<file path="config.mk">
export PLATFORM = sky130hd
export DESIGN_NAME = alu_share_arb
export DESIGN_NICKNAME = d
export VERILOG_FILES = /design/src/rtl/alu_pkg.sv /design/src/rtl/rr_arbiter.sv /design/src/rtl/alu_share_arb.sv
export SDC_FILE = /design/constraint.sdc
export NUM_CORES = 1
export LEC_CHECK = 0
export BUFFER_PORTS_ARGS = -buffer_cell sky130_fd_sc_hd__buf_2
export CORE_ASPECT_RATIO = 1.2
export CORE_MARGIN = 2
export CORE_UTILIZATION = 30
export DETAILED_ROUTE_END_ITERATION = 8
export GPL_ROUTABILITY_DRIVEN = 0
export GPL_TIMING_DRIVEN = 0
export SETUP_SLACK_MARGIN = 0.05
export SYNTH_ARGS = -nofsm -noshare
export SYNTH_HDL_FRONTEND = slang
export SYNTH_HIERARCHICAL = 1
export SYNTH_SLANG_ARGS = --single-unit
</file>
<file path="constraint.sdc">
create_clock -name clk -period 3.05 [get_ports clk]
set_input_delay 0 -clock clk [delete_from_list [all_inputs] [get_ports clk]]
set_output_delay 0 -clock clk [all_outputs]
set_load 0.03 [all_outputs]
</file>
<file path="src/rtl/alu_pkg.sv">
// Shared types for the ALU sharing arbiter.
// Opcode list, legality bound and FSM state encoding.
package alu_pkg;

   localparam int ALU_OP_MAX = 9;

   typedef enum logic [4:0] {
      OP_ADD  = 5'd0,
      OP_SUB  = 5'd1,
      OP_AND  = 5'd2,
      OP_OR   = 5'd3,
      OP_XOR  = 5'd4,
      OP_SLL1 = 5'd5,
      OP_SRL1 = 5'd6,
      OP_SRA1 = 5'd7,
      OP_GT   = 5'd8,
      OP_LT   = 5'd9
   } alu_op_e;

   typedef enum logic [1:0] {
      ST_IDLE = 2'd0,
      ST_EXEC = 2'd1,
      ST_RESP = 2'd2
   } arb_state_e;

endpackage

</file>
<file path="src/rtl/rr_arbiter.sv">
// Combinational round-robin arbiter.
// Searches upward from ptr, wrapping, for the first request.
module rr_arbiter #(
   parameter int NUM_REQ = 2,
   parameter int IDX_W   = (NUM_REQ > 1) ? $clog2(NUM_REQ) : 1
) (
   input  logic [NUM_REQ-1:0] req,
   input  logic [IDX_W-1:0]   ptr,
   output logic [NUM_REQ-1:0] gnt,
   output logic [IDX_W-1:0]   gnt_idx
);

   // first set request at or after ptr, wrapping around
   always_comb begin
      int  j;
      logic found;
      gnt     = '0;
      gnt_idx = '0;
      found   = 1'b0;
      j       = 0;
      for (int i = 0; i < NUM_REQ; i++) begin
         j = int'(ptr) + i;
         if (j >= NUM_REQ) j = j - NUM_REQ;
         if (!found && req[j]) begin
            found   = 1'b1;
            gnt[j]  = 1'b1;
            gnt_idx = IDX_W'(j);
         end
      end
   end

endmodule

</file>
<file path="src/rtl/alu_share_arb.sv">
// Shares one external ALU between NUM_REQ requesters.
// Accept -> drive ALU one cycle -> hold response until consumed.
module alu_share_arb
   import alu_pkg::*;
#(
   parameter int NUM_REQ = 2,
   parameter int DATA_W  = 32,
   parameter int SEL_W   = 5
) (
   input  logic                       clk,
   input  logic                       rst_n,
   input  logic [NUM_REQ-1:0]         req_valid,
   output logic [NUM_REQ-1:0]         req_ready,
   input  logic [NUM_REQ*SEL_W-1:0]   req_sel,
   input  logic [NUM_REQ*DATA_W-1:0]  req_a,
   input  logic [NUM_REQ*DATA_W-1:0]  req_b,
   output logic [NUM_REQ-1:0]         rsp_valid,
   input  logic [NUM_REQ-1:0]         rsp_ready,
   output logic [DATA_W-1:0]          rsp_data,
   output logic                       rsp_err,
   output logic [SEL_W-1:0]           alu_sel,
   output logic [DATA_W-1:0]          alu_data1,
   output logic [DATA_W-1:0]          alu_data2,
   input  logic [DATA_W-1:0]          alu_result,
   output logic                       busy
);

   localparam int IDX_W = (NUM_REQ > 1) ? $clog2(NUM_REQ) : 1;

   arb_state_e          state_q, state_d;
   logic [IDX_W-1:0]    rr_ptr_q, rr_ptr_d;
   logic [IDX_W-1:0]    owner_q, owner_d;
   logic [SEL_W-1:0]    op_sel_q, op_sel_d;
   logic [DATA_W-1:0]   op_a_q, op_a_d;
   logic [DATA_W-1:0]   op_b_q, op_b_d;
   logic [DATA_W-1:0]   rsp_data_q, rsp_data_d;
   logic                rsp_err_q, rsp_err_d;

   logic [NUM_REQ-1:0]  gnt;
   logic [IDX_W-1:0]    gnt_idx;
   logic                illegal;

   rr_arbiter #(
      .NUM_REQ (NUM_REQ),
      .IDX_W   (IDX_W)
   ) u_rr (
      .req     (req_valid),
      .ptr     (rr_ptr_q),
      .gnt     (gnt),
      .gnt_idx (gnt_idx)
   );

   assign illegal   = op_sel_q > SEL_W'(ALU_OP_MAX);
   assign alu_sel   = op_sel_q;
   assign alu_data1 = op_a_q;
   assign alu_data2 = op_b_q;
   assign rsp_data  = rsp_data_q;
   assign rsp_err   = rsp_err_q;
   assign busy      = (state_q != ST_IDLE);

   // handshake outputs: grant only in IDLE, response only to owner
   always_comb begin
      req_ready = '0;
      rsp_valid = '0;
      if (state_q == ST_IDLE) req_ready = gnt;
      if (state_q == ST_RESP) rsp_valid[owner_q] = 1'b1;
   end

   // next-state and datapath register updates
   always_comb begin
      state_d    = state_q;
      rr_ptr_d   = rr_ptr_q;
      owner_d    = owner_q;
      op_sel_d   = op_sel_q;
      op_a_d     = op_a_q;
      op_b_d     = op_b_q;
      rsp_data_d = rsp_data_q;
      rsp_err_d  = rsp_err_q;
      unique case (state_q)
         ST_IDLE: begin
            if (|req_valid) begin
               op_sel_d = req_sel[int'(gnt_idx)*SEL_W +: SEL_W];
               op_a_d   = req_a[int'(gnt_idx)*DATA_W +: DATA_W];
               op_b_d   = req_b[int'(gnt_idx)*DATA_W +: DATA_W];
               owner_d  = gnt_idx;
               if (gnt_idx == IDX_W'(NUM_REQ-1)) rr_ptr_d = '0;
               else rr_ptr_d = gnt_idx + 1'b1;
               state_d  = ST_EXEC;
            end
         end
         ST_EXEC: begin
            rsp_err_d  = illegal;
            rsp_data_d = illegal ? '0 : alu_result;
            state_d    = ST_RESP;
         end
         ST_RESP: begin
            if (rsp_ready[owner_q]) state_d = ST_IDLE;
         end
         default: state_d = ST_IDLE;
      endcase
   end

   // state registers with synchronous active-low reset
   always_ff @(posedge clk) begin
      if (!rst_n) begin
         state_q    <= ST_IDLE;
         rr_ptr_q   <= '0;
         owner_q    <= '0;
         op_sel_q   <= '0;
         op_a_q     <= '0;
         op_b_q     <= '0;
         rsp_data_q <= '0;
         rsp_err_q  <= 1'b0;
      end else begin
         state_q    <= state_d;
         rr_ptr_q   <= rr_ptr_d;
         owner_q    <= owner_d;
         op_sel_q   <= op_sel_d;
         op_a_q     <= op_a_d;
         op_b_q     <= op_b_d;
         rsp_data_q <= rsp_data_d;
         rsp_err_q  <= rsp_err_d;
      end
   end

endmodule
</file>
==> metrics.cfg, run 1 <==
[run_status]
status=complete, no violations

[power]
leakage_nw=3.438
p_switching_mw=1.365
swShare_pct=33.84
powerDensity_nw_per_um2=558.0
ir_drop_mv=0.2351
p_int_mw=2.669
power_frac_comb_pct=29.7
clockPowerShare_pct=30.2
seqPwrFrac_pct=40.1

[critical_path]
crit_path_frequent_cell=buf_2
start_kind=register
reg2reg_from=rr_ptr_q$_SDFFE_PN0P_
r2r_setup_slack_ns=0.83
crit_chain=inv_1 > a21boi_1 > buf_2 > buf_2 > mux2i_1 > dlygate4sd3_1 > a211oi_1
r2r_cells=7
worstReg2RegEnd=alu_data1[10]$_SDFFE_PN0P_
worst-path-max-fanout=10
critPathSlowestCell=dlygate4sd3_1
cp_data_arrival_time_ns=2.44
critical-path-max-stage-delay_ns=0.57
setup.worst_path.class=reg2reg
setup.worst_path.end_class=register
cp.required_ns=3.28

[floorplanning]
core_area_um2=14350
die_area_um2=15610
num_rows=48
start_util_pct=30.57
die_y_um=136.5
die_w_um=114.4
ioPinCount=283

[layout]
fin_util_pct=50.37
multi_input_area_um2=2012
final_nets=981
final_common_cell=buf_2
antenna_cells=0
drive_gt1_share_pct=41.48
fin_cells=985
fill_cells=1345
register_area_um2=2122
final_cell_mix=buf_2, dfxtp_1, dlygate4sd3_1
area_delta_synth_final_pct=64.76

[routing]
drtPass1Iterations=4
drt_iter0_markers=214
viasPerCell=4.903
ant_nets=0
vias=4829
wl_per_cell_um=15.96
drc=0
wirelength_mm=15.72

[min_path]
worstHoldStart=req_b[42]
min_path_type=in2reg
worstHoldPathCells=3
holdPathEnd=alu_data2[10]$_SDFFE_PN0P_

[grt]
gr-usage-all-layers_pct=19.38
grt_pass1_wl_mm=23.73
grt_pass1_vias=4852
antenna_found_initial=0
grt-ovfl-total=0
grt_max_degree=20

[timing]
setup_viol=0
worstMarginPinSlew_ns=0.5939
rsz0062_at_grt=no
finalHoldViolCount=0
whs_ns=0.003520
slew_headroom_pct=60.41
fin_crit_sh_pct=72.68
drv_slew=0
fin_ws_ns=0.8334
max_freq_ghz=0.4511
fin_worst_skew_ns=0.009723
period_needed_ns=2.217
fin_setup_tns_ns=0

[synth]
yosysTopAreaCell=dfxtp_1
syn-num-nets=598
synth_top_area_share_pct=48.36
yosysWarnings=6
ys_ff_latch=106
yosysSeqAreaShare_pct=48.36
ys_types=26
synth_area_um2=4388
syn_inst=422
synthTopCellsByArea=dfxtp_1, mux2i_1, a211oi_1
avgSynthCellArea_um2=10.40

[clock_tree]
clockBufferDepth=2
clk_pin_slew_ns=0.08
htree_levels=3
cts_tree=built
numCtsBuffers=9
clockRootBuffer=clkbuf_16
post-cts-setup-buffers=0
cts-resized-gates=0
clk_latency_ns=0.36
clock-sinks=106

[placed_design]
placed_cells=879
dp_slack_ns=1.272
hpwl_mm=11.25
port_buffers=282

[flow_run]
maxCapViolations=0

-- cell families after synthesis --
group           count (synthesis)  share of synthesized area, %
compound gates                181                         27.60
buf+inv                        49                         5.788
simple gates                   16                         2.281
flops                         106                         48.36
mux                            70                         15.97
-- sequential cells by signal, indices dropped and copies added, names as in the netlist --
register / cells
state_q: 2
rsp_err: 1
alu_sel: 5
rr_ptr_q: 1
alu_data2: 32
alu_data1: 32
owner_q: 1
rsp_data: 32
-- worst max-delay path by stage --
| stage | cells after the start | end | slack (ns) | start |
|---|---|---|---|---|
| 2_1_floorplan | 5 | rsp_data[10]$_SDFFE_PN0N_ | 1.59 | alu_sel[3]$_SDFFE_PN0P_ |
| 3_3_place_gp | 6 | alu_data2[18]$_SDFFE_PN0P_ | 1.31 | state_q[1]$_SDFFE_PN0P_ |
| 3_5_place_dp | 6 | alu_data2[12]$_SDFFE_PN0P_ | 1.27 | state_q[1]$_SDFFE_PN0P_ |
| 4_1_cts | 7 | alu_data2[1]$_SDFFE_PN0P_ | 0.88 | rr_ptr_q$_SDFFE_PN0P_ |
| 5_1_grt | 7 | alu_data1[7]$_SDFFE_PN0P_ | 0.68 | rr_ptr_q$_SDFFE_PN0P_ |
| 6_report | 7 | alu_data1[10]$_SDFFE_PN0P_ | 0.83 | rr_ptr_q$_SDFFE_PN0P_ |
-- worst max-delay path: cells and delay by family (launching register included) --
kind | cells | cell delay (ns)
compound gates | 2 | 0.17
buf+inv | 4 | 1.27
flops | 1 | 0.37
mux | 1 | 0.27
-- final cells by class --
type	count	area share, %
multi-input combinational	267	27.83
tap	175	3.029
timing repair buffer	372	31.98
buffer	45	3.306
clock inverter	7	1.177
clock buffer	9	3.115
sequential	106	29.35
inverter	4	0.2077
-- cell usage after synthesis --
master,count
a21boi_1,2
a21boi_2,1
a211oi_1,69
a31oi_1,1
inv_2,1
nor3_1,1
nand3_1,1
nor2b_2,1
o21ai_0,4
nor2b_1,2
mux2i_1,70
nor2_2,1
buf_6,4
buf_4,2
or2_2,1
and2_1,3
buf_2,26
inv_1,3
clkbuf_1,13
nor2_1,3
dfxtp_1,106
a22o_1,32
nor2_4,1
or3_1,1
and4_1,1
a21oi_1,72
-- timing repair --
action                                  4_1_cts  5_1_grt
hold buffers                                 90        0
endpoints found under the hold margin        67        0
endpoints found under the setup margin        0        0
-- metrics by stage --
stage	power, mW	area (um^2)
2_1_floorplan	2.344	4388
3_3_place_gp	2.717	6018
3_5_place_dp	2.739	6018
4_1_cts	4.062	7229
5_1_grt	4.229	7229
6_report	4.034	7229
-- power by group through the flow --
stage	registers [mW]	logic, mW	clock network [mW]
2_1_floorplan	1.92	0.421	0
3_3_place_gp	1.64	1.07	0
3_5_place_dp	1.65	1.09	0
4_1_cts	1.62	1.20	1.25
5_1_grt	1.63	1.29	1.30
6_report	1.62	1.20	1.22
-- routing by layer --
| layer | track usage [%] | part of all wire [%] | vias up |
|---|---|---|---|
| li1 | - | - | 2371 |
| met2 | 35.21 | 51 | 202 |
| met1 | 21.69 | 41 | 2226 |
| met3 | 4.414 | 5.8 | 28 |
| met5 | 0 | 0.13 | - |
| met4 | 7.791 | 2.2 | 2 |
(Power assumes the default switching activity.)
==> run 2, diff against run 1 <==
clock period = 1.8 ns   (was 3.05 ns; I/O delays follow)
==> metrics.cfg, run 2 (synthesis results as in run 1) <==
[timing]
fin_worst_skew_ns=0.009697  ; -0.00002561 ns
fin_setup_tns_ns=0  ; unchanged
slew_headroom_pct=59.80  ; -0.61 points
finalHoldViolCount=0  ; unchanged
fin_crit_sh_pct=93.71  ; +21 points
period_needed_ns=1.687  ; -0.5298 ns
drv_slew=0  ; unchanged
whs_ns=0.003162  ; -0.0003585 ns
worstMarginPinSlew_ns=0.6031  ; +0.009130 ns
max_freq_ghz=0.5928  ; +31%
setup_viol=0  ; unchanged
rsz0062_at_grt=yes

[floorplanning]
die_y_um=136.5  ; unchanged
die_w_um=114.4  ; unchanged
core_area_um2=14350  ; unchanged
ioPinCount=283  ; unchanged
num_rows=48  ; unchanged
die_area_um2=15610  ; unchanged
start_util_pct=30.57  ; unchanged

[grt]
grt_pass1_wl_mm=23.89  ; +0.67%
grt_pass1_vias=4875  ; +0.47%
grt-ovfl-total=0  ; unchanged
grt_max_degree=20  ; unchanged
antenna_found_initial=0  ; unchanged
gr-usage-all-layers_pct=19.53  ; +0.14 points

[power]
ir_drop_mv=0.3890  ; +65%
p_switching_mw=2.303  ; +69%
seqPwrFrac_pct=40.3  ; +0.2 points
p_total_mw=6.807  ; +69%
power_frac_comb_pct=29.5  ; -0.2 points
p_int_mw=4.504  ; +69%
powerDensity_nw_per_um2=939.5  ; +68%
swShare_pct=33.83  ; about the same
leakage_nw=3.443  ; +0.13%
clockPowerShare_pct=30.2  ; about the same

[critical_path]
setup.worst_path.class=reg2reg
cp_data_arrival_time_ns=1.91  ; -0.53 ns
r2r_setup_slack_ns=0.11  ; -0.72 ns
worstReg2RegEnd=alu_sel[2]$_SDFFE_PN0P_
cp.required_ns=2.03  ; -1.25 ns
worst-path-max-fanout=10  ; unchanged
r2r_cells=6  ; -1
start_kind=register
reg2reg_from=rr_ptr_q$_SDFFE_PN0P_
setup.worst_path.end_class=register

[clock_tree]
clk_pin_slew_ns=0.08  ; about the same
clk_latency_ns=0.36  ; about the same
cts_tree=built
numCtsBuffers=9  ; unchanged
clockBufferDepth=2  ; unchanged
htree_levels=3  ; unchanged
clockRootBuffer=clkbuf_16
clock-sinks=106  ; unchanged

[min_path]
worstHoldStart=req_b[42]
worstHoldPathCells=3  ; unchanged
holdPathEnd=alu_data2[10]$_SDFFE_PN0P_
min_path_type=in2reg

[routing]
drt_iter0_markers=230  ; +7.5%
ant_nets=0  ; unchanged
drc=0  ; unchanged
drtPass1Iterations=4  ; unchanged
vias=4834  ; +0.10%
wl_per_cell_um=16.06  ; +0.64%
viasPerCell=4.908  ; +0.10%
wirelength_mm=15.82  ; +0.64%

[layout]
drive_gt1_share_pct=41.60  ; +0.12 points
area_delta_synth_final_pct=65.13
final_cell_mix=buf_2, dfxtp_1, dlygate4sd3_1
final_nets=981  ; unchanged
fill_cells=1334  ; -0.82%
register_area_um2=2122  ; unchanged
multi_input_area_um2=2017  ; +0.25%
stdcell_area_um2=7246  ; +0.23%
antenna_cells=0  ; unchanged
final_common_cell=buf_2

[placed_design]
hpwl_mm=11.25  ; unchanged
port_buffers=282  ; unchanged
dpl_cell_area_um2=6018  ; unchanged

[flow_run]
maxCapViolations=0  ; unchanged

[run_status]
status=complete, no violations

==> run 2: worst max-delay path: stages, from the launching register on <==
cell      delay, ns
dfxtp_1        0.37
inv_1          0.07
a21boi_1       0.11
buf_2          0.26
clkbuf_4       0.32
mux2i_1        0.31
a211oi_1       0.11
==> run 2: area by class of cell <==
type | instances | share of cell area [%]
Buffer | 45 | 3.454
Clock buffer | 9 | 3.108
Multi-Input combinational cell | 267 | 27.84
Sequential cell | 106 | 29.29
Tap cell | 175 | 3.022
Timing Repair Buffer | 372 | 31.91
Inverter | 4 | 0.2072
Clock inverter | 7 | 1.174
==> run 2: repair_timing <==
item,CTS,global route
buffers inserted,0,0
resized for setup,2,4
pin swaps,0,1
setup endpoints to repair,12,30
hold buffers,90,0
hold endpoints to repair,67,0
==> run 2: worst max path at each step <==
stage,startpoint,end,cells after the start
6_report,rr_ptr_q$_SDFFE_PN0P_,alu_sel[2]$_SDFFE_PN0P_,6
5_1_grt,rr_ptr_q$_SDFFE_PN0P_,alu_data2[20]$_SDFFE_PN0P_,6
4_1_cts,state_q[1]$_SDFFE_PN0P_,req_ready[0],4
3_5_place_dp,state_q[1]$_SDFFE_PN0P_,alu_data2[12]$_SDFFE_PN0P_,6
3_3_place_gp,state_q[1]$_SDFFE_PN0P_,alu_data2[18]$_SDFFE_PN0P_,6
2_1_floorplan,alu_sel[3]$_SDFFE_PN0P_,rsp_data[10]$_SDFFE_PN0N_,5
==> run 2: power by group through the flow <==
stage | Sequential [mW] | Clock (mW) | Combinational, mW
global route | 2.77 | 2.21 | 2.17
global placement | 2.78 | 0 | 1.82
floorplan | 3.26 | 0 | 0.714
finish | 2.74 | 2.06 | 2.01
detailed placement | 2.79 | 0 | 1.85
CTS | 2.74 | 2.11 | 2.01
==> run 2: layer usage <==
| layer | part of all wire [%] | track usage, % |
|---|---|---|
| met4 | 2.4 | 8.062 |
| met1 | 41 | 21.69 |
| met5 | 0.32 | 0 |
| met3 | 5.8 | 4.592 |
| met2 | 50 | 35.44 |
==> run 2: metrics by stage <==
step,worst slack [ns],util (%),cells
finish,0.1132,50.48,985
global route,0.01956,50.48,985
CTS,0.09577,50.41,985
detailed placement,0.02217,41.93,879
global placement,0.06291,41.93,879
floorplan,0.3434,-,422
==> run 3, diff against run 2 <==
ABC_CLOCK_PERIOD_IN_PS = 1800   (was unset)
PLACE_DENSITY = 0.69   (was unset)
==> metrics.cfg, run 3 (synthesis results as in run 1) <==
[placed_design]
port_buffers=282  ; unchanged
dp_slack_ns=0.03549  ; +0.01331 ns
hpwl_mm=10.75  ; -4.5%

[grt]
grt_max_degree=19  ; -5.0%
gr-usage-all-layers_pct=18.93  ; -0.59 points
grt_pass1_wl_mm=23.10  ; -3.3%
antenna_found_initial=0  ; unchanged
grt_pass1_vias=4737  ; -2.8%
grt-ovfl-total=0  ; unchanged

[layout]
drive_gt1_share_pct=42.36  ; +0.75 points
final_nets=969  ; -1.2%
final_cell_mix=buf_2, dfxtp_1, dlygate4sd3_1
antenna_cells=0  ; unchanged
area_delta_synth_final_pct=61.59
final_common_cell=buf_2

[routing]
ant_nets=0  ; unchanged
viasPerCell=4.848  ; -1.2%
top_layer=met4
route.met2.wl_mm=7.685  ; -3.7%
wl_per_cell_um=15.83  ; -1.5%
vias=4717  ; -2.4%
wl_met1_mm=6.320  ; -2.6%
wl_met3_mm=1.041  ; +13%
wirelength_mm=15.40  ; -2.7%
drtPass1Iterations=4  ; unchanged
drt_iter0_markers=173  ; -25%
drc=0  ; unchanged

[run_status]
status=complete, no violations

[floorplanning]
die_y_um=136.5  ; unchanged
core_area_um2=14350  ; unchanged
num_rows=48  ; unchanged
start_util_pct=30.57  ; unchanged
die_w_um=114.4  ; unchanged
ioPinCount=283  ; unchanged
die_area_um2=15610  ; unchanged

[clock_tree]
clk_latency_ns=0.35  ; about the same
clock-sinks=106  ; unchanged
clockRootBuffer=clkbuf_16
numCtsBuffers=9  ; unchanged
clockBufferDepth=2  ; unchanged
clk_pin_slew_ns=0.07  ; about the same
cts_tree=built
htree_levels=3  ; unchanged

[timing]
slew_headroom_pct=59.64  ; -0.15 points
fin_ws_ns=0.1639  ; +0.05079 ns
worstMarginPinSlew_ns=0.6053  ; +0.002280 ns
rsz0062_at_grt=yes
fin_crit_sh_pct=90.89  ; -2.8 points
whs_ns=0.003165  ; +0.000002970 ns
fin_setup_tns_ns=0  ; unchanged
setup_viol=0  ; unchanged
fin_worst_skew_ns=0.01115  ; +0.001451 ns
period_needed_ns=1.636  ; -0.05079 ns
max_freq_ghz=0.6112  ; +3.1%
finalHoldViolCount=0  ; unchanged
drv_slew=0  ; unchanged

[power]
p_total_mw=6.581  ; -3.3%
powerDensity_nw_per_um2=928.1  ; -1.2%
ir_drop_mv=0.4297  ; +10%
leakage_nw=3.381  ; -1.8%

[critical_path]
worst-path-max-fanout=10  ; unchanged
setup.worst_path.end_class=register
cp_data_arrival_time_ns=1.84  ; -0.07 ns
cp.required_ns=2.00  ; -0.03 ns
start_kind=register
setup.worst_path.class=reg2reg

[flow_run]
maxCapViolations=0  ; unchanged

[min_path]
min_path_type=in2reg

==> run 3: metrics by stage <==
step                instance area (um^2)  util (%)  std cells
floorplan                           4388         -        422
global route                        7091     49.40        973
finish                              7091     49.40        973
detailed placement                  6018     41.93        879
global placement                    6018     41.93        879
CTS                                 7056     49.15        970
==> run 3: timing repair <==
action	CTS	global route
pin swaps	0	1
setup endpoints to repair	12	12
gates resized for setup	2	4
setup buffers	0	2
hold endpoints to repair	58	1
hold buffers	75	1
==> run 3: metal layers <==
metal | track usage, % | up-vias
li1 | - | 2347
met1 | 21.38 | 2150
met2 | 33.46 | 193
met3 | 5.796 | 27
met4 | 6.775 | 0
met5 | 0 | -
==> run 3: report_power, final <==
part | leakage, nW | switching, mW | total [mW] | internal, mW
clock network | 0.139 | 0.896 | 1.85 | 0.959
logic | 2.37 | 1.21 | 2.00 | 0.786
registers | 0.876 | 0.129 | 2.73 | 2.60
==> run 3: path summary, 6_finish.rpt <==
| path | startpoint | to | slack (ns) | depth (start not counted) |
|---|---|---|---|---|
| worst max-delay path | rr_ptr_q$_SDFFE_PN0P_ | alu_data2[19]$_SDFFE_PN0P_ | 0.16 | 6 |
| worst min-delay path | req_a[2] | alu_data1[2]$_SDFFE_PN0P_ | 0.003 | 3 |
| worst max register to register | rr_ptr_q$_SDFFE_PN0P_ | alu_data2[19]$_SDFFE_PN0P_ | 0.16 | 6 |
| worst min register to register | rsp_data[31]$_SDFFE_PN0N_ | rsp_data[31]$_SDFFE_PN0N_ | 0.47 | 1 |
==> run 3: worst max-delay path, cell delays in order (launching register included) <==
cell and delay (ns):
dfxtp_1 0.37, inv_1 0.07, a21boi_1 0.11, buf_2 0.22
clkbuf_4 0.30, mux2i_1 0.32, a211oi_1 0.11
==> run 3: final cells by class <==
| cell class | instances | area [um^2] |
|---|---|---|
| Fill cell | 1364 | 7263 |
| Timing Repair Buffer | 360 | 2187 |
| Sequential cell | 106 | 2122 |
| Multi-Input combinational cell | 267 | 2017 |
| Buffer | 45 | 250.2 |
| Clock buffer | 10 | 229.0 |
| Tap cell | 175 | 219.0 |
| Clock inverter | 6 | 51.30 |
| Inverter | 4 | 15.01 |
